--- config.mk ---
export PLATFORM = sky130hd
export DESIGN_NAME = clause_flag_collector
export DESIGN_NICKNAME = d
export VERILOG_FILES = /design/src/rtl/clause_flag_collector.sv
export SDC_FILE = /design/constraint.sdc
export NUM_CORES = 1
export LEC_CHECK = 0
export CORE_MARGIN = 2
export CORE_UTILIZATION = 50
export CTS_CLUSTER_SIZE = 16
export DETAILED_ROUTE_END_ITERATION = 8
export PLACE_DENSITY = 0.76
export SLEW_MARGIN = 0
export SYNTH_ARGS = -nofsm -noshare
export SYNTH_HDL_FRONTEND = slang
export SYNTH_SLANG_ARGS = --single-unit
--- constraint.sdc ---
create_clock -name in_clk -period 4.7 [get_ports in_clk]
set_clock_uncertainty 0.2 [all_clocks]
set_input_delay 0.94 -clock in_clk [delete_from_list [all_inputs] [get_ports in_clk]]
set_output_delay 0.94 -clock in_clk [all_outputs]
set_load 0.005 [all_outputs]
--- src/rtl/clause_flag_collector.sv ---
// Collects streamed clause results into a flag vector and supplies
// random compare-node choice bits for the unsatisfied-clause tree.
module clause_flag_collector #(
  parameter int unsigned MAXIMUM_BIT_WIDTH_OF_CLAUSES_INDEX = 3,
  parameter logic [15:0] LFSR_SEED = 16'hACE1
) (
  input  logic in_clk,
  input  logic in_reset_n,
  input  logic in_start,
  input  logic in_result_valid,
  input  logic [MAXIMUM_BIT_WIDTH_OF_CLAUSES_INDEX-1:0] in_result_index,
  input  logic in_result_satisfied,
  output logic out_result_ready,
  input  logic in_ack,
  output logic [(1<<MAXIMUM_BIT_WIDTH_OF_CLAUSES_INDEX)-1:0] out_clause_satisfied,
  output logic [(1<<MAXIMUM_BIT_WIDTH_OF_CLAUSES_INDEX)-2:0] out_settings,
  output logic out_flags_valid,
  output logic [MAXIMUM_BIT_WIDTH_OF_CLAUSES_INDEX:0] out_unsat_count,
  output logic out_all_satisfied,
  output logic out_error
);

  localparam int W = MAXIMUM_BIT_WIDTH_OF_CLAUSES_INDEX;
  localparam int N = 1 << W;
  localparam logic [15:0] SEED = (LFSR_SEED == 16'h0) ? 16'h0001 : LFSR_SEED;

  typedef enum logic [1:0] {
    S_IDLE,
    S_COLLECT,
    S_READY
  } state_t;

  state_t state, state_n;

  logic [N-1:0] received;
  logic [15:0]  lfsr;
  logic         accept;
  logic         dup;
  logic         full;

  assign accept = in_result_valid & (state == S_COLLECT) & ~in_start;
  assign dup    = received[in_result_index];
  assign full   = &received;

  always_comb begin
    state_n = state;
    if (in_start) begin
      state_n = S_COLLECT;
    end else begin
      unique case (state)
        S_IDLE:    state_n = S_IDLE;
        S_COLLECT: if (full) state_n = S_READY;
        S_READY:   if (in_ack) state_n = S_IDLE;
        default:   state_n = S_IDLE;
      endcase
    end
  end

  always_ff @(posedge in_clk or negedge in_reset_n) begin
    if (!in_reset_n) begin
      state <= S_IDLE;
    end else begin
      state <= state_n;
    end
  end

  always_ff @(posedge in_clk or negedge in_reset_n) begin
    if (!in_reset_n) begin
      out_clause_satisfied <= '1;
      received             <= '0;
      out_unsat_count      <= '0;
      out_error            <= 1'b0;
    end else if (in_start) begin
      out_clause_satisfied <= '1;
      received             <= '0;
      out_unsat_count      <= '0;
      out_error            <= 1'b0;
    end else if (accept) begin
      if (dup) begin
        out_error <= 1'b1;
      end else begin
        out_clause_satisfied[in_result_index] <= in_result_satisfied;
        received[in_result_index]             <= 1'b1;
        if (!in_result_satisfied) begin
          out_unsat_count <= out_unsat_count + (W+1)'(1);
        end
      end
    end
  end

  // Galois x^16+x^14+x^13+x^11+1; frozen while the tree holds its selection
  always_ff @(posedge in_clk or negedge in_reset_n) begin
    if (!in_reset_n) begin
      lfsr <= SEED;
    end else if (state != S_READY) begin
      lfsr <= (lfsr >> 1) ^ (lfsr[0] ? 16'hB400 : 16'h0000);
    end
  end

  assign out_result_ready  = (state == S_COLLECT);
  assign out_flags_valid   = (state == S_READY);
  assign out_all_satisfied = out_flags_valid & (out_unsat_count == '0);
  assign out_settings      = lfsr[N-2:0];

endmodule

==> impl_metrics.tcl <==
set metrics [dict create \
    hold-path-cell-count 2 \
    clockBufferDepth 2 \
    finalNonFillerCells 264 \
    die_y_um 65.66 \
    p_leak_nw 0.9875 \
    htreeDepth 2 \
    yosysTopAreaCellShare 0.3028 \
    final_nets 226 \
    syn_nets 203 \
    drv_cap 0 \
    end_kind "output port" \
    cts_setup_buffers 0 \
    place_congestion 0.8986 \
    clk_pin_slew_worst_paths_ns 0.08 \
    synth_area_mm2 0.001901 \
    area_growth_pct 20.41 \
    start_util 0.5191 \
    port_buffers 31 \
    pin_count 32 \
    synth-edff-count 0 \
    crit_path_max_incr_delay_ns 0.60 \
    seq_area_frac_synth 0.5240 \
    dp.cells 256 \
    setup_violations 0 \
    cts_root_buf "clkbuf_8" \
    syn_avg_cell_area_um2 9.899 \
    ff2ff_path_depth 4 \
    die-area_mm2 0.004311 \
    synth.top_cells.by_area "dfrtp_1, dfstp_2, nand2_1" \
    fill_cells 287 \
    path_cells "nand2b_1, inv_1, clkdlybuf4s50_1" \
    antenna_found_initial 0 \
    cp-start-kind "register" \
    slew_violations 0 \
    cts.sinks 39 \
    routedWlPerCell_um 13.34 \
    grt_pass1_vias 1348 \
    diodes 0 \
    max_freq_mhz 290.6 \
    cts_buffers 5 \
    die_x_um 65.66 \
    synth-main-ff-cell "dfrtp_1" \
    status "completed" \
    synthCells 192 \
    whs_ns 0.2559 \
    peakVddDrop_uv 187.4 \
    ant_nets 0 \
    finalCritPeriodShare 0.7323 \
    cts_tree "done" \
    p_per_area_mw_per_mm2 283.4 \
    drive_gt1_frac 0.1667 \
    drt_iter0_drc 42 \
    hpwl_um 2507 \
    vias_per_cell 5.106 \
    max-slew-margin-rel 0.4841 \
    path_max_fanout 20 \
    grt_setup_unrepaired "false" \
    synth_async_sr_flop_share 1.000 \
    yosysWarnings 0 \
    fin_crit_ns 3.442 \
    tightest_slew_ns 0.7715 \
    yosysMostFrequentCell "nand2_1" \
    drt-pass1-iter-count 4 \
    crit_arrival_ns 2.30 \
    synth_cell_types 36 \
    synth_seq_cells 39 \
    drc 0 \
    worstSkewPairLatency_ns 0.29 \
    grt-ovfl-total 0 \
    worstPathRequired_ns 3.56 \
    grt_usage 0.1940 \
    finalHoldViolations 0 \
    worstHoldPathType "reg2reg" \
    finalSetupTns_ns 0 \
    drt-total-wl_um 3522 \
    hold_buffers 0 \
    post_cts_resized 0 \
    grt_max_degree 40 \
    path_class "reg2out" \
    crit_slowest_cell "clkdlybuf4s50_1" \
    vias 1348 \
    core.rowCount 22 \
    core_area_mm2 0.003661 \
    yosys.area.top_type "dfrtp_1" \
    grt_pass1_wl_um 6230 \
    synth_common_cells "nand2_1, dfrtp_1, dfstp_2" \
]
-- final timing paths --
path / start / end / slack [ns]
worst max-delay path: state[0] / out_flags_valid / 1.26
worst min-delay path: lfsr[15] / lfsr[15] / 0.26
min in group asynchronous: in_reset_n / received[4] / 0.87
worst max register to register: received[0] / out_unsat_count[3] / 2.55
max in group asynchronous: in_reset_n / lfsr[5] / 3.08
worst min register to register: lfsr[15] / lfsr[15] / 0.26
-- cells in the final DEF (no fill, tap or decap), drive strengths merged, types with 4 or more instances in the layout --
cell | netlist | routed
a21oi | 6 | 6
clkbuf | 8 | 7
clkdlybuf4s50 | 0 | 31
dfrtp | 23 | 23
dfstp | 16 | 16
inv | 11 | 11
mux2 | 7 | 7
mux2i | 5 | 5
nand2 | 45 | 45
nand2b | 5 | 5
nand3 | 4 | 4
nor2 | 14 | 14
nor2b | 4 | 4
nor4 | 7 | 7
o21ai | 5 | 5
-- layer usage --
metal,global-route usage,vias up,wire (µm)
met5,0,-,0
met4,0.07813,0,51
met3,0.05822,6,132
met2,0.2715,24,1600
met1,0.2801,645,1738
li1,-,673,-
-- critical path: cells and delay by family, from the launching register on --
family,cells,cell delay [ns]
and+or+nand+nor,1,0.43
buffers and inverters,2,1.15
DFF,1,0.42
-- metrics by stage --
step / worst slack [ns] / total power (W) / util / instance area, µm²
2_1_floorplan: 1.951 / 0.0003784 / - / 1901
3_3_place_gp: 1.229 / 0.0004035 / 0.5967 / 2185
3_5_place_dp: 1.165 / 0.0004059 / 0.5967 / 2185
4_1_cts: 1.233 / 0.0006588 / 0.6251 / 2288
5_1_grt: 1.008 / 0.0006807 / 0.6251 / 2288
6_report: 1.258 / 0.0006485 / 0.6251 / 2288
-- sequential cells by signal (all words and copies together) (netlist names) --
name,cells
out_error,1
state,2
out_clause_satisfied,8
received,8
lfsr,16
out_unsat_count,4
-- logic make-up after synthesis --
logic type / after synthesis / synth area share
simple gates: 90 / 0.2331
flops: 39 / 0.5240
buf+inv: 27 / 0.07110
compound gates: 18 / 0.06122
mux: 13 / 0.08361
xor+xnor: 3 / 0.01383
fa+ha+maj: 2 / 0.01316
-- cell type report --
type	instances	area (µm²)	share of cell area
Timing Repair Buffer	32	317.8	0.1389
Clock inverter	1	7.507	0.003280
Clock buffer	7	96.34	0.04210
Tap cell	48	60.06	0.02624
Sequential cell	39	996.0	0.4352
Multi-Input combinational cell	126	769.5	0.3363
Inverter	11	41.29	0.01804
-- report_power, final --
group	switching [W]	internal [W]
Clock	0.000116	0.000133
Combinational	0.0000274	0.0000236
Sequential	0.00000541	0.000343
No activity file was read; power rests on OpenSTA's default activity.
